**src/rtl/design05_cmd_sequencer.sv**
```systemverilog
// Command sequencer: queues (a,b,c,d) operand commands in a 2-entry FIFO and
// replays each one as start -> result -> check against the downstream design.
// Latency: EN_cmd in cycle 0 gives EN_start in cycle 2 and resp_valid in cycle 5 with all readies high.
// Backpressure: RDY_cmd drops while the FIFO is full; a held response blocks the next start until resp_ack.
//
// Ports:
//   CLK, RST_N                       clock, async active-low reset
//   cmd_a/b/c/d, EN_cmd, RDY_cmd     command enqueue side
//   start_a/b, EN_start, st_ready    design start interface
//   result_c, result, res_ready      design result interface
//   check_d, EN_check, check, ch_ready  design check interface
//   resp_*, resp_ack                 response to consumer
//   done_count                       completed transactions (timeouts included), wrapping
module design05_cmd_sequencer #(
  parameter int TIMEOUT = 255,
  parameter int CNT_W   = 16
) (
  input  logic             CLK,
  input  logic             RST_N,
  input  logic [8:0]       cmd_a,
  input  logic [8:0]       cmd_b,
  input  logic [8:0]       cmd_c,
  input  logic [8:0]       cmd_d,
  input  logic             EN_cmd,
  output logic             RDY_cmd,
  output logic [8:0]       start_a,
  output logic [8:0]       start_b,
  output logic             EN_start,
  input  logic             st_ready,
  output logic [8:0]       result_c,
  input  logic [8:0]       result,
  input  logic             res_ready,
  output logic [8:0]       check_d,
  output logic             EN_check,
  input  logic [8:0]       check,
  input  logic             ch_ready,
  output logic             resp_valid,
  output logic [8:0]       resp_result,
  output logic [8:0]       resp_check,
  output logic             resp_timeout,
  input  logic             resp_ack,
  output logic [CNT_W-1:0] done_count
);

  typedef struct packed {
    logic [8:0] a;
    logic [8:0] b;
    logic [8:0] c;
    logic [8:0] d;
  } cmd_t;

  typedef enum logic [2:0] {IDLE, START, RESULT, CHECK, RESP} state_t;

  localparam logic [7:0] TMO = 8'(TIMEOUT);

  state_t     state;
  cmd_t       fifo_mem [2];
  logic       wr_ptr;
  logic       rd_ptr;
  logic [1:0] fifo_cnt;
  cmd_t       head;
  logic [8:0] work_c;
  logic [8:0] work_d;
  logic [7:0] timer;

  logic fifo_empty;
  logic enq;
  logic deq;
  logic in_start;
  logic fire_start;
  logic start_tmo;
  logic timer_hit;

  assign head       = fifo_mem[rd_ptr];
  assign fifo_empty = (fifo_cnt == 2'd0);
  assign RDY_cmd    = (fifo_cnt != 2'd2);
  assign enq        = EN_cmd && RDY_cmd;
  assign timer_hit  = (timer == TMO);
  assign in_start   = (state == START);
  assign fire_start = in_start && st_ready;
  assign start_tmo  = in_start && !st_ready && timer_hit;
  // The head leaves the FIFO whether the start fires or is abandoned.
  assign deq        = fire_start || start_tmo;

  // Design-facing outputs are driven only in their owning state.
  assign start_a    = in_start ? head.a : 9'd0;
  assign start_b    = in_start ? head.b : 9'd0;
  assign EN_start   = fire_start;
  assign result_c   = (state == RESULT) ? work_c : 9'd0;
  assign check_d    = (state == CHECK) ? work_d : 9'd0;
  assign EN_check   = (state == CHECK) && ch_ready;
  assign resp_valid = (state == RESP);

  always_ff @(posedge CLK or negedge RST_N) begin
    if (!RST_N) begin
      fifo_mem[0] <= '0;
      fifo_mem[1] <= '0;
      wr_ptr      <= 1'b0;
      rd_ptr      <= 1'b0;
      fifo_cnt    <= 2'd0;
    end else begin
      if (enq) begin
        fifo_mem[wr_ptr] <= '{a: cmd_a, b: cmd_b, c: cmd_c, d: cmd_d};
        wr_ptr           <= ~wr_ptr;
      end
      if (deq) rd_ptr <= ~rd_ptr;
      case ({enq, deq})
        2'b10:   fifo_cnt <= fifo_cnt + 2'd1;
        2'b01:   fifo_cnt <= fifo_cnt - 2'd1;
        default: fifo_cnt <= fifo_cnt;
      endcase
    end
  end

  always_ff @(posedge CLK or negedge RST_N) begin
    if (!RST_N) begin
      state        <= IDLE;
      timer        <= 8'd0;
      work_c       <= 9'd0;
      work_d       <= 9'd0;
      resp_result  <= 9'd0;
      resp_check   <= 9'd0;
      resp_timeout <= 1'b0;
      done_count   <= '0;
    end else begin
      case (state)
        IDLE: begin
          if (!fifo_empty) begin
            // New transaction: uncaptured values must read back as 0.
            state        <= START;
            timer        <= 8'd0;
            resp_result  <= 9'd0;
            resp_check   <= 9'd0;
            resp_timeout <= 1'b0;
          end
        end
        START: begin
          if (st_ready) begin
            work_c <= head.c;
            work_d <= head.d;
            timer  <= 8'd0;
            state  <= RESULT;
          end else if (timer_hit) begin
            resp_timeout <= 1'b1;
            state        <= RESP;
          end else begin
            timer <= timer + 8'd1;
          end
        end
        RESULT: begin
          if (res_ready) begin
            resp_result <= result;
            timer       <= 8'd0;
            state       <= CHECK;
          end else if (timer_hit) begin
            resp_timeout <= 1'b1;
            state        <= RESP;
          end else begin
            timer <= timer + 8'd1;
          end
        end
        CHECK: begin
          if (ch_ready) begin
            resp_check <= check;
            timer      <= 8'd0;
            state      <= RESP;
          end else if (timer_hit) begin
            resp_timeout <= 1'b1;
            state        <= RESP;
          end else begin
            timer <= timer + 8'd1;
          end
        end
        RESP: begin
          if (resp_ack) begin
            done_count <= done_count + CNT_W'(1);
            timer      <= 8'd0;
            if (!fifo_empty) begin
              state        <= START;
              resp_result  <= 9'd0;
              resp_check   <= 9'd0;
              resp_timeout <= 1'b0;
            end else begin
              state <= IDLE;
            end
          end
        end
        default: state <= IDLE;
      endcase
    end
  end

endmodule

```
**config.mk**
```make
export PLATFORM = sky130hd
export DESIGN_NAME = design05_cmd_sequencer
export DESIGN_NICKNAME = d
export VERILOG_FILES = /design/src/rtl/design05_cmd_sequencer.sv
export SDC_FILE = /design/constraint.sdc
export NUM_CORES = 1
export LEC_CHECK = 0
export ABC_CLOCK_PERIOD_IN_PS = 3000
export CORE_AREA = 8 8 129 161
export DETAILED_ROUTE_END_ITERATION = 8
export DIE_AREA = 0 0 137 169
export PLACE_DENSITY = 0.68
export SYNTH_ARGS = -nofsm -noshare
export SYNTH_HDL_FRONTEND = slang
export SYNTH_SLANG_ARGS = --single-unit
export TNS_END_PERCENT = 100
```
**constraint.sdc**
```tcl
create_clock -name CLK -period 3 [get_ports CLK]
set_input_delay 0.6 -clock CLK [delete_from_list [all_inputs] [get_ports CLK]]
set_output_delay 0.6 -clock CLK [all_outputs]
set_load 0.02 [all_outputs]
```
==> results of run 1 <==
[kinds of logic (layout without fill, tap and decap cells)]
kind of cell / count (synthesis) / count (layout)
muxes: 108 / 108
xor gates and xnor gates: 20 / 20
DFF: 140 / 140
adders and majority gates: 3 / 3
buffers and inverters: 35 / 187
and+or+nand+nor: 122 / 122
AOI/OAI and AO/OA: 70 / 70
[cell usage in the layout, fill, tap and decap left out, types with 2 or more instances in the layout]
master,count
a21oi_1,27
mux2i_1,36
inv_6,2
nor2b_1,2
nor2_2,2
dlymetal6s2s_1,7
nand2_1,17
mux2_2,72
dfrtp_1,138
buf_4,13
o21ai_0,6
nor2_1,41
a22o_1,18
clkinvlp_4,2
inv_1,7
nor3_1,5
dfrtp_2,2
clkbuf_16,17
a41oi_1,2
clkbuf_8,2
buf_12,2
xnor2_1,16
xor2_1,4
nor4_1,2
ha_1,3
bufinv_16,5
clkdlybuf4s50_1,127
nand3_1,8
and3_1,15
a21oi_2,2
a21boi_0,2
nand4_1,8
a31oi_1,3
and2_1,11
[layer usage]
metal	up-vias	track usage, %	wire length, µm
li1	2042	-	-
met1	2215	15.5	6210
met2	129	23.8	8070
met3	16	4.63	1160
met4	2	4.12	192
met5	-	0	13
[per-stage QoR]
stage / TNS, ns / power [mW] / utilization [%] / hold slack, ns
after floorplan: 0 / 5.56 / - / 0.304
after global placement: 0 / 6.81 / 42.5 / 0.462
after detailed placement: 0 / 6.96 / 42.5 / 0.480
after CTS: 0 / 9.31 / 46.1 / 0.211
after global routing: -0.0231 / 9.77 / 46.3 / 0.236
final: 0 / 9.19 / 46.3 / 0.198
[state kept, by name, indices dropped and copies added, names as in the netlist, 2 cells and up]
register     cells
done_count      16
fifo_cnt         2
fifo_mem        72
resp_check       9
resp_result      9
state            3
timer            8
work_c           9
work_d           9
[how the worst max path moves through the flow]
stage	startpoint	endpoint	cells past startpoint
after global placement	st_ready	EN_start	4
final	state[0]	start_a[4]	4
after CTS	state[0]	start_a[1]	4
after detailed placement	st_ready	EN_start	4
after floorplan	state[1]	start_a[6]	5
after global routing	state[0]	start_a[5]	4
[cell type report]
cell class,count,area [µm²],share of cell area [%]
well taps,232,290,3.41
inverters,7,26.3,0.309
repair buffers,150,1510,17.7
clock buffers,20,457,5.37
flip-flops and latches,140,3510,41.2
multi-input cells,323,2530,29.7
clock inverters,10,188,2.21
[report_power, final]
group	internal (mW)	switching [mW]
combinational	1.89	1.79
sequential	2.70	0.516
clock	1.51	0.778
total	6.10	3.09
[what timing repair did]
action	CTS	global route
endpoints found under the setup margin	18	25
resized for setup	1	8
setup buffers	0	3
==> impl_metrics.csv, run 1 <==
group,metric,value,unit
global_route,grt_pass1_wl,24900,µm
critical_path,r2r_cells,5,
clock_tree,cts_tree,"built",
timing,finalSetupViolCount,0,
drt,antenna_left,0,
placed_design,placed_area,7810,µm²
global_route,grt_pass1_vias,4721,
global_route,antenna_found_initial,1,
clock_tree,cts.sinks,140,
critical_path,crit_family,"buffers and inverters",
layout,diodes,0,
drt,drt_iter0_drc,252,
timing,min_period,2.92,ns
timing,maxSlewHeadroom,52.7,%
synthesis,synth_fa_ha_area_share,0.603,%
placed_design,post-dp-hpwl,10900,µm
placed_design,gp_congestion,0.785,
layout,nNetsFinal,703,
critical_path,slowest_delay,0.62,ns
clock_tree,clockBufferDepth,2,
placed_design,dpl_worst_slack,0.273,ns
critical_path,cp_max_fo,18,
drt,wl,15600,µm
flow_run,drv_cap,0,
timing,hold_violations,0,
drt,wl_per_cell,17.7,µm
synthesis,synthesis.nets,562,
layout,fin_area,8500,µm²
critical_path,path_buf_inv,2,
synthesis,syn_area,6230,µm²
floorplanning,dieArea,23200,µm²
critical_path,end_kind,"output port",
critical_path,slowest_stage,"clkdlybuf4s50_1",
synthesis,yosys_warnings,0,
clock_tree,clk_latency,0.41,ns
synthesis,synth-simple-area-share,10.6,%
floorplanning,placementRows,56,
floorplanning,fp.coreArea,18400,µm²
synthesis,synth_compound_area_share,7.63,%
layout,syn_to_final_growth,36.5,%
layout,finalNonFillerCells,882,
layout,fill_cells,1684,
drt,dr.pass1.iters,4,
synthesis,synthTopCellsByCount,"dfrtp_1, mux2_2, nor2_1",
timing,period_share,97.4,%
timing,worst_pin_slew,0.705,ns
placed_design,io_buffer_count,135,
clock_tree,numCtsBuffers,17,
floorplanning,die_w,137,µm
critical_path,worstPathArrival,2.32,ns
synthesis,synthMuxAreaShare,18.8,%
drt,post_drt_via_cell_ratio,4.99,
critical_path,crit_chain,"or3b_1, buf_4, nor2_1, clkdlybuf4s50_1",
critical_path,cp-start-kind,"flop",
power,powerDensity,1080,nW/µm²
global_route,grt_max_degree,73,
timing,finalClockSkew,0.00988,ns
critical_path,worstSetupPathType,"flop to output port",
clock_tree,clkSlewWorstSetupHoldPaths,0.06,ns
drt,drc_errors,0,
clock_tree,htreeDepth,4,
critical_path,reg2reg_from,"state[1]",
synthesis,synth.most_common_cell,"dfrtp_1",
synthesis,synthesis.instances,498,
critical_path,r2r_slack,0.85,ns
timing,fmax,342,MHz
synthesis,synthArstFlopShare,100,%
synthesis,ys_seq_area_share,56.2,%
synthesis,synth_top_family_by_area,"multiplexers",
power,leakagePower,3.77,nW
synthesis,synth_top_area_cell,"dfrtp_1",
synthesis,synth_seq_cells,140,
synthesis,synth_top_area_share,56.2,%
drt,vias,4404,
synthesis,synthXorXnorAreaFrac,2.81,%
clock_tree,cts_hold_buf,0,
synthesis,syn_area_per_cell,12.5,µm²
placed_design,dp_cells,849,
min_path,hold_class,"input port to asynchronous set/reset pin",
synthesis,synth-main-ff-cell,"dfrtp_1",
floorplanning,chipHeight,169,µm
critical_path,rr_endpoint,"timer[1]",
timing,slew_violations,0,
synthesis,synth_cell_types,50,
synthesis,synth_edf_count,0,
critical_path,required,2.40,ns
clock_tree,cts-root-buf,"clkbuf_16",
run_status,status,"finished clean",
floorplanning,ios,136,
power,vdd_ir_drop_max,0.567,mV
floorplanning,initial_core_util,33.9,%
layout,drive_above_1_share,20.5,%
synthesis,yosys-top-cells-area,"dfrtp_1, mux2_2, mux2i_1",
global_route,track_usage,13.7,%
global_route,grt-ovfl-total,0,
timing,postLayoutSetupSlackWorst,0.0774,ns
(Power assumes the default switching activity.)
==> inputs of run 2 (changes only) <==
--- a/config.mk
+++ b/config.mk
@@ -5,11 +5,13 @@
 export SDC_FILE = /design/constraint.sdc
 export NUM_CORES = 1
 export LEC_CHECK = 0
-export ABC_CLOCK_PERIOD_IN_PS = 3000
+export ABC_CLOCK_PERIOD_IN_PS = 3300
 export CORE_AREA = 8 8 129 161
 export DETAILED_ROUTE_END_ITERATION = 8
 export DIE_AREA = 0 0 137 169
+export GPL_TIMING_DRIVEN = 0
 export PLACE_DENSITY = 0.68
+export SKIP_LAST_GASP = 1
 export SYNTH_ARGS = -nofsm -noshare
 export SYNTH_HDL_FRONTEND = slang
 export SYNTH_SLANG_ARGS = --single-unit
==> constraint.sdc (replaced) <==
create_clock -name CLK -period 3.3 [get_ports CLK]
set_input_delay 0.66 -clock CLK [delete_from_list [all_inputs] [get_ports CLK]]
set_output_delay 0.66 -clock CLK [all_outputs]
set_load 0.02 [all_outputs]
==> run 2 against run 1 <==
Final cell count is 1.6% higher; first-iteration DRC count shrank 11%; final area about the same; global-route usage up 0.56 points; wire length up 2.8%; register-to-register slack better by 0.33 ns; sequential share of layout area is essentially flat; setup slack better by 0.082 ns; worst hold slack got worse by 0.032 ns; clock power down 16%.
==> impl_metrics.csv, run 2 (synthesized netlist as in run 1, its figures left out) <==
group,metric,value,unit
critical_path,end_kind,"output port",
layout,largest_register_ffs,72,
timing,hold_ws,0.166,ns
layout,diodes,0,
power,powerDensity,970,nW/µm²
critical_path,worstPathArrival,2.48,ns
global_route,track_usage,14.3,%
placed_design,dp_cells,866,
timing,fmax,318,MHz
critical_path,crit_chain,"buf_2, nor3b_2, and2_1, clkdlybuf4s50_1",
power,vdd_ir_drop_max,0.525,mV
critical_path,slowest_stage,"nor3b_2",
timing,worst_pin_slew,0.745,ns
placed_design,io_buffer_count,135,
placed_design,gp_congestion,0.769,
drt,wl,16100,µm
timing,hold_violations,0,
min_path,hold_class,"input port to asynchronous set/reset pin",
power,leakagePower,3.71,nW
run_status,status,"finished clean",
timing,maxSlewHeadroom,50.1,%
global_route,groute.layer.met3.usage,4.54,%
floorplanning,chipHeight,169,µm
timing,tns,0,ns
layout,reg.largest.list,"fifo_mem x72, done_count x16",
drt,drc_errors,0,
critical_path,worstSetupPathType,"flop to output port",
critical_path,cp-start-kind,"flop",
critical_path,path_buf_inv,2,
layout,final_common_cell,"dfrtp_1",
floorplanning,placementRows,56,
timing,slew_violations,0,
floorplanning,ios,136,
critical_path,cp_max_fo,10,
layout,regMostFlops,"fifo_mem",
critical_path,rr_endpoint,"fifo_cnt[1]",
critical_path,r2r_slack,1.18,ns
drt,dr.pass1.iters,4,
clock_tree,numCtsBuffers,17,
clock_tree,cts_tree,"built",
timing,finalClockSkew,0.00625,ns
critical_path,crit_family,"simple AND/OR/NAND/NOR gates",
global_route,met2_usage,24.8,%
floorplanning,fp.coreArea,18400,µm²
clock_tree,cts_hold_buf,0,
clock_tree,clockBufferDepth,2,
drt,antenna_left,0,
timing,period_share,95.2,%
critical_path,slowest_delay,0.63,ns
global_route,grt_max_degree,96,
drt,drt_iter0_drc,224,
layout,drive_above_1_share,21.7,%
clock_tree,htreeDepth,4,
placed_design,placed_area,7900,µm²
drt,post_drt_via_cell_ratio,4.96,
global_route,grt_pass1_wl,25900,µm
layout,nNetsFinal,715,
global_route,grt-ovfl-total,0,
clock_tree,clk_latency,0.42,ns
critical_path,r2r_cells,8,
clock_tree,cts-root-buf,"clkbuf_16",
global_route,use_met1,16.1,%
layout,finalNonFillerCells,896,
global_route,grt_most_used_layer,"met2",
critical_path,required,2.64,ns
timing,finalSetupViolCount,0,
drt,vias,4447,
critical_path,reg2reg_from,"timer[0]",
clock_tree,cts.sinks,140,
layout,syn_to_final_growth,36.4,%
drt,wl_per_cell,17.9,µm
floorplanning,die_w,137,µm
layout,final_cell_mix,"dfrtp_1, clkdlybuf4s50_1, mux2_2, nor2_1, mux2i_1",
layout,fill_cells,1661,
clock_tree,post-cts-setup-buffers,0,
clock_tree,clkSlewWorstSetupHoldPaths,0.06,ns
layout,fin_area,8490,µm²
floorplanning,dieArea,23200,µm²
global_route,antenna_found_initial,0,
timing,min_period,3.14,ns
timing,rsz0062_at_grt,"false",
floorplanning,initial_core_util,33.9,%
flow_run,drv_cap,0,
global_route,grt_pass1_vias,4945,
placed_design,post-dp-hpwl,11700,µm
==> run 2: cell types whose count changed in the layout (fill, tap and decap cells not counted), sizes merged <==
cell,previous run,this run
bufinv,5,2
dlymetal6s2s,7,1
inv,9,12
clkinv,1,4
buf,16,26
clkinvlp,2,3
clkdlybuf4s50,127,133
==> run 2: per-layer routing <==
metal | routed length, µm | up-vias
met3 | 979 | 12
li1 | - | 2082
met5 | 0 | -
met2 | 8390 | 109
met1 | 6490 | 2244
met4 | 218 | 0
==> run 2: worst register-to-register path: cells and delay by family, from the launching register on <==
kind	cells	cell delay, ns
XOR/XNOR	1	0.15
flip-flops	1	0.43
AO/OA/AOI/OAI	1	0.24
buffers and inverters	1	0.15
AND/OR/NAND/NOR	3	0.54
adder cells (fa/ha/maj)	2	0.54
==> run 2: final cells by class <==
class | count | area, µm² | share of cell area (%)
flip-flops and latches | 140 | 3500 | 41.2
multi-input cells | 323 | 2520 | 29.6
repair buffers | 136 | 1380 | 16.3
clock buffers | 18 | 439 | 5.17
well taps | 232 | 290 | 3.42
plain buffers | 26 | 175 | 2.06
clock inverters | 14 | 160 | 1.89
inverters | 7 | 26.3 | 0.309
==> run 2: what timing repair did <==
| item | in CTS | in global routing |
|---|---|---|
| pin swaps | 0 | 0 |
| hold endpoints to repair | 0 | 0 |
| setup endpoints to repair | 10 | 11 |
| gates cloned | 0 | 0 |
| gates resized for setup | 0 | 3 |
==> run 2: how the worst max path moves through the flow <==
stage	startpoint	to	slack, ns	depth (start not counted)
final	state[2]	result_c[8]	0.16	4
after global routing	state[2]	result_c[4]	0.05	4
after CTS	rd_ptr	start_b[1]	0.03	5
after detailed placement	st_ready	EN_start	0.11	6
after global placement	RST_N	fifo_mem[10]	-3.84	1
after floorplan	state[1]	start_a[6]	1.10	5
==> run 2: stage by stage <==
step | utilization, % | power [mW] | setup slack [ns]
after CTS | 46.3 | 8.38 | 0.0299
after floorplan | - | 5.05 | 1.10
after global placement | 42.9 | 6.27 | -3.84
after detailed placement | 43.0 | 6.41 | 0.111
final | 46.3 | 8.24 | 0.160
after global routing | 46.3 | 8.76 | 0.0476
==> run 2: power breakdown <==
part	internal, mW	switching (mW)
Sequential	2.45	0.404
Combinational	1.74	1.72
Clock	1.15	0.776
